## src/rtl/otter_hazard_pkg.sv

```systemverilog
// Shared types and constants for the OTTER pipeline hazard controller.
// The package has no clocked logic and no backpressure.
package otter_hazard_pkg;

  typedef enum logic [1:0] {
    RUN      = 2'd0,
    LU_STALL = 2'd1,
    FLUSH    = 2'd2,
    MEM_WAIT = 2'd3
  } hz_state_t;

  typedef enum logic [1:0] {
    FWD_RF  = 2'b00,
    FWD_MEM = 2'b01,
    FWD_WB  = 2'b10
  } fwd_sel_t;

  // Instruction that a setnull loads into a pipeline register (addi x0, x0, 0).
  localparam logic [31:0] OTTER_NOP = 32'h00000013;

  // The younger producer (EX/MEM) wins over MEM/WB, and x0 never forwards.
  function automatic fwd_sel_t fwd_select(
    input logic [4:0] rs,
    input logic [4:0] mem_rd,
    input logic       mem_regwrite,
    input logic [4:0] wb_rd,
    input logic       wb_regwrite
  );
    fwd_sel_t sel;
    sel = FWD_RF;
    if (mem_regwrite && (mem_rd != 5'd0) && (mem_rd == rs)) begin
      sel = FWD_MEM;
    end else if (wb_regwrite && (wb_rd != 5'd0) && (wb_rd == rs)) begin
      sel = FWD_WB;
    end
    return sel;
  endfunction

endpackage

```

## src/rtl/otter_hazard_unit_perf.sv

```systemverilog
// hazard_perf_counters: counts LU_STALL, FLUSH and MEM_WAIT cycles from the next-state value.
// One-cycle latency; free-running 32-bit wrap; no backpressure.
module hazard_perf_counters
  import otter_hazard_pkg::*;
(
  input  logic        clk,
  input  logic        rst_n,
  input  logic [1:0]  hz_state_nxt,
  output logic [31:0] perf_stall,
  output logic [31:0] perf_flush,
  output logic [31:0] perf_memwait
);

  logic [31:0] stall_d,   stall_q;
  logic [31:0] flush_d,   flush_q;
  logic [31:0] memwait_d, memwait_q;

  always_comb begin
    stall_d   = stall_q;
    flush_d   = flush_q;
    memwait_d = memwait_q;
    case (hz_state_t'(hz_state_nxt))
      LU_STALL: stall_d   = stall_q + 32'd1;
      FLUSH:    flush_d   = flush_q + 32'd1;
      MEM_WAIT: memwait_d = memwait_q + 32'd1;
      default:  ;
    endcase
  end

  always_ff @(posedge clk or negedge rst_n) begin
    if (!rst_n) begin
      stall_q   <= 32'd0;
      flush_q   <= 32'd0;
      memwait_q <= 32'd0;
    end else begin
      stall_q   <= stall_d;
      flush_q   <= flush_d;
      memwait_q <= memwait_d;
    end
  end

  assign perf_stall   = stall_q;
  assign perf_flush   = flush_q;
  assign perf_memwait = memwait_q;

endmodule

```

## src/rtl/otter_hazard_unit.sv

```systemverilog
// OTTER hazard controller: stage enables/setnulls, EX forwarding, ID write-through bypass; OTTER_HAZARD_PERF_EN adds counters.
// Controls are zero-latency combinational; hz_state, watchdog and counters lag one cycle; dmem_busy freezes every stage.
module otter_hazard_unit #(
  parameter int unsigned MEM_WAIT_MAX = 255
) (
  input  logic        clk,
  input  logic        rst_n,
  input  logic [4:0]  id_rs1,
  input  logic [4:0]  id_rs2,
  input  logic        id_use_rs1,
  input  logic        id_use_rs2,
  input  logic [4:0]  ex_rs1,
  input  logic [4:0]  ex_rs2,
  input  logic [4:0]  ex_rd,
  input  logic        ex_regwrite,
  input  logic        ex_memread,
  input  logic [4:0]  mem_rd,
  input  logic        mem_regwrite,
  input  logic [4:0]  wb_rd,
  input  logic        wb_regwrite,
  input  logic        ex_branch_taken,
  input  logic        dmem_busy,
  output logic        pc_en,
  output logic        if_id_en,
  output logic        id_ex_en,
  output logic        ex_mem_en,
  output logic        mem_wb_en,
  output logic        if_id_setnull,
  output logic        id_ex_setnull,
  output logic [1:0]  fwd_a_sel,
  output logic [1:0]  fwd_b_sel,
  output logic        id_bypass_a,
  output logic        id_bypass_b,
  output logic [1:0]  hz_state,
  output logic        mem_timeout,
  output logic [31:0] perf_stall,
  output logic [31:0] perf_flush,
  output logic [31:0] perf_memwait
);

  import otter_hazard_pkg::*;

  localparam logic [7:0] WAIT_MAX = 8'(MEM_WAIT_MAX);

  hz_state_t  hz_state_d, hz_state_q;
  logic [7:0] wait_cnt_d, wait_cnt_q;
  logic       mem_timeout_d, mem_timeout_q;
  logic       lu_hit;

  always_comb begin
    lu_hit = ex_memread && ex_regwrite && (ex_rd != 5'd0) &&
             ((id_use_rs1 && (id_rs1 == ex_rd)) || (id_use_rs2 && (id_rs2 == ex_rd)));
    if (dmem_busy) begin
      hz_state_d = MEM_WAIT;
    end else if (ex_branch_taken) begin
      hz_state_d = FLUSH;
    end else if (lu_hit) begin
      hz_state_d = LU_STALL;
    end else begin
      hz_state_d = RUN;
    end
  end

  // Reset gates the combinational controls so the pipeline is held as soon as rst_n falls.
  always_comb begin
    pc_en         = 1'b0;
    if_id_en      = 1'b0;
    id_ex_en      = 1'b0;
    ex_mem_en     = 1'b0;
    mem_wb_en     = 1'b0;
    if_id_setnull = 1'b0;
    id_ex_setnull = 1'b0;
    if (rst_n) begin
      case (hz_state_d)
        MEM_WAIT: ;
        FLUSH: begin
          {pc_en, if_id_en, id_ex_en, ex_mem_en, mem_wb_en} = 5'b11111;
          if_id_setnull = 1'b1;
          id_ex_setnull = 1'b1;
        end
        LU_STALL: begin
          {id_ex_en, ex_mem_en, mem_wb_en} = 3'b111;
          id_ex_setnull = 1'b1;
        end
        default: {pc_en, if_id_en, id_ex_en, ex_mem_en, mem_wb_en} = 5'b11111;
      endcase
    end
  end

  always_comb begin
    fwd_a_sel   = 2'b00;
    fwd_b_sel   = 2'b00;
    id_bypass_a = 1'b0;
    id_bypass_b = 1'b0;
    if (rst_n) begin
      fwd_a_sel   = fwd_select(ex_rs1, mem_rd, mem_regwrite, wb_rd, wb_regwrite);
      fwd_b_sel   = fwd_select(ex_rs2, mem_rd, mem_regwrite, wb_rd, wb_regwrite);
      id_bypass_a = wb_regwrite && (wb_rd != 5'd0) && (wb_rd == id_rs1);
      id_bypass_b = wb_regwrite && (wb_rd != 5'd0) && (wb_rd == id_rs2);
    end
  end

  always_comb begin
    wait_cnt_d = 8'd0;
    if (dmem_busy) begin
      wait_cnt_d = (wait_cnt_q >= WAIT_MAX) ? WAIT_MAX : wait_cnt_q + 8'd1;
    end
    mem_timeout_d = mem_timeout_q || (dmem_busy && (wait_cnt_d == WAIT_MAX));
  end

  always_ff @(posedge clk or negedge rst_n) begin
    if (!rst_n) begin
      hz_state_q    <= RUN;
      wait_cnt_q    <= 8'd0;
      mem_timeout_q <= 1'b0;
    end else begin
      hz_state_q    <= hz_state_d;
      wait_cnt_q    <= wait_cnt_d;
      mem_timeout_q <= mem_timeout_d;
    end
  end

  assign hz_state    = hz_state_q;
  assign mem_timeout = mem_timeout_q;

`ifdef OTTER_HAZARD_PERF_EN
  hazard_perf_counters u_perf (
    .clk          (clk),
    .rst_n        (rst_n),
    .hz_state_nxt (hz_state_d),
    .perf_stall   (perf_stall),
    .perf_flush   (perf_flush),
    .perf_memwait (perf_memwait)
  );
`else
  assign perf_stall   = 32'd0;
  assign perf_flush   = 32'd0;
  assign perf_memwait = 32'd0;
`endif

endmodule

```

## config.mk

```make
export PLATFORM = sky130hd
export DESIGN_NAME = otter_hazard_unit
export DESIGN_NICKNAME = d
export VERILOG_FILES = /design/src/rtl/otter_hazard_pkg.sv /design/src/rtl/otter_hazard_unit_perf.sv /design/src/rtl/otter_hazard_unit.sv
export SDC_FILE = /design/constraint.sdc
export NUM_CORES = 1
export LEC_CHECK = 0
export ABC_AREA = 1
export CAP_MARGIN = 5
export CORE_AREA = 4 4 81 83
export CTS_CLUSTER_DIAMETER = 50
export CTS_CLUSTER_SIZE = 16
export DETAILED_ROUTE_END_ITERATION = 7
export DIE_AREA = 0 0 85 87
export GPL_TIMING_DRIVEN = 0
export PLACE_DENSITY = 0.82
export RECOVER_POWER = 50
export SYNTH_ARGS = -nofsm -noshare
export SYNTH_HDL_FRONTEND = slang
export SYNTH_HIERARCHICAL = 1
export SYNTH_SLANG_ARGS = --single-unit
export TNS_END_PERCENT = 1
```

## constraint.sdc

```tcl
create_clock -name clk -period 1.6 [get_ports clk]
set_input_delay 0.24 -clock clk [delete_from_list [all_inputs] [get_ports clk]]
set_output_delay 0.24 -clock clk [all_outputs]
set_load 0.005 [all_outputs]
```

# [After elaboration in Yosys (flattened, before gate mapping)]
# Cells that the tools add are included.
[word_totals] reg_bits=11 input_bits=45 output_inout_bits=112 wordCells=59
[op_classes] addsub=1 order_cmp=1 n_eq_ne=12 n_mux=21 reduce_logical=21
[ops] op="== test 5 bit" n=8
[ops] op="2-to-1 mux 2 bit" n=8
[ops] op="2-to-1 mux 8 bit" n=2
[ops] op="nonzero test 5 bit" n=3
[ops] op="logical AND 1 bit" n=14
[ops] op="2-to-1 mux 1 bit" n=11
[ops] op="adder 8 x 1 -> 8 bit (second input constant)" n=1
[ops] op="== test 8 bit (second input constant)" n=1
[ops] op=">= comparator 8 bit (second input constant)" n=1
[ops] op="== test 2 bit (second input constant)" n=2
[ops] op="OR reduction 2 bit" n=2
[ops] op="== test 2 x 1 -> 1 bit (second input constant)" n=1
[ops] op="logical OR 1 bit" n=2

# [Logic depth before layout (Yosys ltp)]
[logic_depth] word_depth=11 depth_mapped=10 depth_no_buf=10

# [Worst setup path before layout]
# OpenSTA, ideal clock, no wires.
[synth_path] path_kind="register to register" from="register wait_cnt_q[0]" to="register mem_timeout_q, in the netlist mem_timeout" setup_time_ns=0.116 arrival_ns=1.256 required_time_ns=1.484 setup_slack_ns=0.228 stages_incl_launch_ff=11 path_buffers=1 period_less_slack_ns=1.372 cell_sequence="dfrtp_1 -> ha_1 -> nand3_2 -> inv_2 -> nand2_2 -> buf_6 -> nand3_1 -> nand3_2 -> nor2_1 -> nand2_1 -> nand2_1"
[synth_via] elab_chain_len=6 elab_cells_between_ends=7 cone_classes="add/sub (1); order compare (1); eq/ne (1); mux (2); reduce/logical (2)"
[synth_rtl] item="start, declared" line_no="otter_hazard_unit.sv:46" text="logic [7:0] wait_cnt_d, wait_cnt_q;"
[synth_rtl] item="start signal, assigned" line_no="otter_hazard_unit.sv:118" text="wait_cnt_q <= wait_cnt_d;"
[synth_rtl] item="adder 8 x 1 -> 8 bit or >= comparator 8 bit (tied branches)" line_no="otter_hazard_unit.sv:106" text="wait_cnt_d = (wait_cnt_q >= WAIT_MAX) ? WAIT_MAX : wait_cnt_q + 8'd1;"
[synth_rtl] item="2-to-1 mux 8 bit (*)" line_no="otter_hazard_unit.sv:106"
[synth_rtl] item="2-to-1 mux 8 bit (*)" line_no="otter_hazard_unit.sv:105" text="if (dmem_busy) begin"
[synth_rtl] item="== test 8 bit (*)" line_no="otter_hazard_unit.sv:108" text="mem_timeout_d = mem_timeout_q || (dmem_busy && (wait_cnt_d == WAIT_MAX));"
[synth_rtl] item="logical AND 1 bit (*)" line_no="otter_hazard_unit.sv:108"
[synth_rtl] item="logical OR 1 bit (*)" line_no="otter_hazard_unit.sv:108"
[synth_rtl] item="named net mem_timeout_d" line_no="otter_hazard_unit.sv:47" text="logic mem_timeout_d, mem_timeout_q;"
[synth_rtl] item="end signal, assigned" line_no="otter_hazard_unit.sv:119" text="mem_timeout_q <= mem_timeout_d;"
[synth_rtl] item="end, declared" line_no="otter_hazard_unit.sv:47"
# The timed path passes the listed nets; every way through them passes the cells marked *.

# [Worst setup path in the final report]
[layout_path] from="input mem_rd[3]" to="output fwd_b_sel[1]"
[layout_via] elab_chain_len=5 elab_cells_between_ends=6 cone_classes="eq/ne (1); mux (2); reduce/logical (3)"
[layout_rtl] item="start, declared" line_no="otter_hazard_unit.sv:17" text="input logic [4:0] mem_rd,"
[layout_rtl] item="nonzero test 5 bit" line_no="otter_hazard_pkg.sv:31" text="if (mem_regwrite && (mem_rd != 5'd0) && (mem_rd == rs)) begin"
[layout_rtl] item="logical AND 1 bit" line_no="otter_hazard_pkg.sv:31"
[layout_rtl] item="logical AND 1 bit (*)" line_no="otter_hazard_pkg.sv:31"
[layout_rtl] item="2-to-1 mux 2 bit (*)" line_no="otter_hazard_pkg.sv:31"
[layout_rtl] item="2-to-1 mux 2 bit (*)" line_no="otter_hazard_unit.sv:95" text="if (rst_n) begin"
[layout_rtl] item="end, declared" line_no="otter_hazard_unit.sv:31" text="output logic [1:0] fwd_b_sel,"
# Every way passes the cells marked *; elsewhere a longest branch is shown, timed or not.

==> results_tabular.tex <==
\begin{tabular}{lr}
\hline
Metric & Value \\
\hline
\multicolumn{2}{l}{\textbf{Detailed routing}} \\
\quad Pre-antenna DRT Iters & 4 \\
\quad DRC viols & 0 \\
\quad Routed wire length per instance & roughly 10 um \\
\quad Wirelength, routed & $\sim$5200 um \\
\quad DRC marker count from the first detailed-route iteration & 60 \\
\quad Post-DRT Antenna Nets & 0 \\
\quad Via total after detailed routing & 1,931 \\
\quad Per-cell via count in the routed design & between 3 and 4 \\
\multicolumn{2}{l}{\textbf{STA}} \\
\quad Unrepaired setup endpoints after global routing & true \\
\quad Worst Tran Pin Value & $\sim$0.53 ns \\
\quad Final Skew & 0.00325 ns \\
\quad Total Negative Setup Slacks & 0 ns \\
\quad Remaining max-slew budget at the tightest pin & 64.9\% \\
\quad Timing-limited maximum frequency & 0.627 GHz \\
\quad Number of hold violations in the final report & 0 \\
\quad Fraction of the cycle the final worst path needs & 99.6\% \\
\quad Minimum period implied by the final worst setup slack & 1.59 ns \\
\quad Final setup violation count & 0 \\
\quad Number of max-slew violations in the final report & 0 \\
\multicolumn{2}{l}{\textbf{Outcome}} \\
\quad Result of the run & finished clean \\
\multicolumn{2}{l}{\textbf{Setup path}} \\
\quad Setup crit end kind & output pin \\
\quad Critical path class & input pin to output pin \\
\quad Worst EP required & about 1.4 ns \\
\quad Setup slack, reg-to-reg & 0.07 ns \\
\quad Critical-path maximum fanout & 3 \\
\quad Reg2reg path depth & 10 \\
\quad Worst Path Arrival & 1.35 ns \\
\quad Crit Reg-Reg Startpoint & wait\_cnt\_q[0]\$\_DFF\_PN0\_ \\
\quad Critical path startpoint category & input pin \\
\quad Worst flop-to-flop path endpoint & mem\_timeout\$\_DFF\_PN0\_ \\
\multicolumn{2}{l}{\textbf{Final layout}} \\
\quad Storage element area & about 280 um\^{}2 \\
\quad Final-layout fill cell count & between 500 and 600 \\
\quad Count of antenna diodes in the layout & 0 \\
\quad Total Nets Final & 488 \\
\quad Number of non-filler instances in the completed layout & 516 \\
\quad Syn-to-layout area delta & 54.8\% \\
\quad Multi-input gate area in the final layout & around 1300 um\^{}2 \\
\quad Share of cells above drive strength 1 & 36.1\% \\
\multicolumn{2}{l}{\textbf{Placement}} \\
\quad Final Wtd Congestion & $\sim$0.84 \\
\quad Final HPWL DP & 4560 um \\
\quad Total instance count after detailed placement & around 510 \\
\quad Quantity of I/O buffers inserted on ports & a little under 60 \\
\multicolumn{2}{l}{\textbf{Logic synthesis}} \\
\quad Fraction of the yosys area taken by sequential cells & approximately 14\% \\
\quad Top cell type by total area after synthesis & sky130\_fd\_sc\_hd\_\_buf\_4 \\
\quad Top cells by area, synth & sky130\_fd\_sc\_hd\_\_buf\_4, sky130\_fd\_sc\_hd\_\_dfrtp\_1, sky130\_fd\_sc\_hd\_\_xnor2\_1 \\
\quad Proportion of register bits with asynchronous set or reset after synthesis & between 90\% and 100\% \\
\quad Total of flip-flops plus latches after synthesis & 11 \\
\quad Netlist area before placement & 1960 um\^{}2 \\
\quad Post-synth EDFFs & 0 \\
\quad Syn avg cell area & between 6 and 7 um\^{}2 \\
\quad Synth cell types & 26 \\
\quad Synth top area share & 37.9\% \\
\quad Gate Count Post-Synth & 281 \\
\quad Most common flop cell mapped by yosys & sky130\_fd\_sc\_hd\_\_dfrtp\_1 \\
\quad Total number of yosys warnings & 6 \\
\multicolumn{2}{l}{\textbf{Global routing}} \\
\quad Via count of the first global-routing pass & 1,844 \\
\quad GR Util All Layers & roughly an eighth \\
\quad Number of antenna violations at the first check in global routing & 0 \\
\quad Wire length of the first global-routing pass & between 8000 and 9000 um \\
\quad Pin count of the biggest net entering global routing & 12 \\
\quad Overflow after GRT & 0 \\
\multicolumn{2}{l}{\textbf{Floorplanning}} \\
\quad Die outline area & about 7400 um\^{}2 \\
\quad Die width & 85 um \\
\quad Height of the die & between 80 and 90 um \\
\quad Floorplan core area & 5850 um\^{}2 \\
\quad Initial Util & between 30\% and 40\% \\
\quad Number of top-level pins & 157 \\
\quad Rows & 28 \\
\multicolumn{2}{l}{\textbf{Worst hold path}} \\
\quad Hold Path Cell Cnt & 3 \\
\quad Worst Hold End & hz\_state[1]\$\_DFF\_PN0\_ \\
\quad Startpoint of the tightest hold check path & dmem\_busy \\
\quad Class of the tightest hold or removal check & input pin to flip-flop \\
\multicolumn{2}{l}{\textbf{Pwr}} \\
\quad Max IR drop VDD & $\sim$150 uV \\
\quad LEAKAGE & $\sim$1.7 nW \\
\quad Total power per unit cell area & 377 nW/um\^{}2 \\
\multicolumn{2}{l}{\textbf{Flow run}} \\
\quad Max\_cap viols & 0 \\
\multicolumn{2}{l}{\textbf{Clock tree}} \\
\quad Clock latency of the later-clocked register in the worst-skew pair & 0.24 ns \\
\quad CTS Root Cell & sky130\_fd\_sc\_hd\_\_clkbuf\_8 \\
\quad TritonCTS clock tree & built \\
\quad Max clock buf depth & 2 \\
\quad Depth of the CTS H-tree & 1 \\
\quad Clk sink count & 11 \\
\quad Inserted Clock Buffers & 3 \\
\quad CTS clk-pin slew, worst paths & 0.05 ns \\
\hline
\end{tabular}
## timing repair
action	in CTS	in global routing
pin swaps	14	16
endpoints found under the setup margin	13	12
hold endpoints to repair	11	0
buffers inserted	1	1
hold buffers	1	0
gates resized for setup	93	40
## worst max path at each step
stage                                  to                     from  cells after the start
finish                       fwd_b_sel[1]                mem_rd[3]                      6
global route                 fwd_b_sel[1]                mem_rd[2]                      6
CTS                          fwd_b_sel[0]                ex_rs2[2]                      5
detailed placement          id_ex_setnull                    rst_n                      6
global placement            id_ex_setnull                    rst_n                      6
floorplan           mem_timeout$_DFF_PN0_  wait_cnt_q[0]$_DFF_PN0_                     10
## synthesized netlist by cell type, drive strengths merged (3+ instances only)
cell type	number
nand2	37
inv	23
nand3	14
a21oi	9
o21ai	12
nand4	6
nor3	6
nor4	3
nor2	22
dfrtp	11
xor2	11
xnor2	19
buf	100
## metal layers
metal | up-vias | global-route usage [%] | wire [um]
met4 | 0 | 3.45 | 65
met2 | 95 | 26.0 | 2880
met1 | 817 | 13.9 | 1770
met3 | 7 | 2.46 | 503
met5 | - | 0 | 0
li1 | 1012 | - | -
## logic make-up (layout without fill, tap and decap cells)
| logic type | after synthesis | count (layout) | synth area share (%) |
|---|---|---|---|
| buf+inv | 125 | 190 | 43.2 |
| flops | 11 | 11 | 14.0 |
| other cells | 1 | 96 | 0.191 |
| simple gates | 89 | 89 | 21.0 |
| compound gates | 24 | 24 | 7.52 |
| fa+ha+maj | 1 | 1 | 0.638 |
| xor+xnor | 30 | 30 | 13.4 |
## sequential cells by signal, summed over array words and instances (netlist names)
name / count
wait_cnt_q: 8
hz_state: 2
mem_timeout: 1
## layout by cell type (no fill, tap or decap), types with 3 or more instances in the layout
| cell | n |
|---|---|
| sky130_fd_sc_hd__inv_2 | 8 |
| sky130_fd_sc_hd__nand4_1 | 6 |
| sky130_fd_sc_hd__o21ai_1 | 7 |
| sky130_fd_sc_hd__xor2_1 | 11 |
| sky130_fd_sc_hd__clkdlybuf4s15_2 | 5 |
| sky130_fd_sc_hd__nand2_1 | 30 |
| sky130_fd_sc_hd__nor2_1 | 19 |
| sky130_fd_sc_hd__buf_2 | 4 |
| sky130_fd_sc_hd__xnor2_1 | 18 |
| sky130_fd_sc_hd__dfrtp_1 | 11 |
| sky130_fd_sc_hd__conb_1 | 96 |
| sky130_fd_sc_hd__buf_4 | 101 |
| sky130_fd_sc_hd__nor2_4 | 3 |
| sky130_fd_sc_hd__nor3_1 | 4 |
| sky130_fd_sc_hd__inv_1 | 13 |
| sky130_fd_sc_hd__clkbuf_2 | 14 |
| sky130_fd_sc_hd__clkdlybuf4s15_1 | 4 |
| sky130_fd_sc_hd__clkbuf_8 | 3 |
| sky130_fd_sc_hd__a21oi_1 | 7 |
| sky130_fd_sc_hd__nand3_1 | 12 |
| sky130_fd_sc_hd__dlygate4sd2_1 | 19 |
| sky130_fd_sc_hd__o21ai_0 | 4 |
| sky130_fd_sc_hd__clkdlybuf4s50_1 | 11 |
| sky130_fd_sc_hd__nand2_2 | 7 |
## per-stage QoR
stage	power, W	util [%]	area, um^2	hold WS, ns	setup slack (ns)
finish	0.00115	51.9	3040	0.407	0.00579
CTS	0.00114	52.1	3050	0.467	-0.0921
global placement	0.000850	51.2	2990	0.452	-1.18
floorplan	0.000666	-	2320	-0.0556	0.228
global route	0.00123	51.9	3040	0.418	-0.0951
detailed placement	0.000858	51.2	2990	0.460	-1.20
## where the power goes
part,internal (W),switching [W],leakage (nW)
clock network,0.000176,0.000112,0.0228
logic,0.000313,0.000251,1.56
registers,0.000287,0.00000789,0.140
## critical path, stage by stage
cell,delay [ns]
sky130_fd_sc_hd__dlygate4sd2_1,0.27
sky130_fd_sc_hd__xnor2_1,0.19
sky130_fd_sc_hd__nand4_1,0.18
sky130_fd_sc_hd__nor3_1,0.22
sky130_fd_sc_hd__nor2_1,0.05
sky130_fd_sc_hd__clkdlybuf4s15_2,0.21
## area by class of cell
| type | instances | area share, % |
|---|---|---|
| Inverter | 23 | 3.05 |
| Timing Repair Buffer | 61 | 16.9 |
| Multi-Input combinational cell | 240 | 41.2 |
| Sequential cell | 11 | 9.06 |
| Clock buffer | 4 | 1.48 |
| Tap cell | 75 | 3.09 |
| Buffer | 102 | 25.2 |
Note: power is estimated with default switching activity, not from simulation.
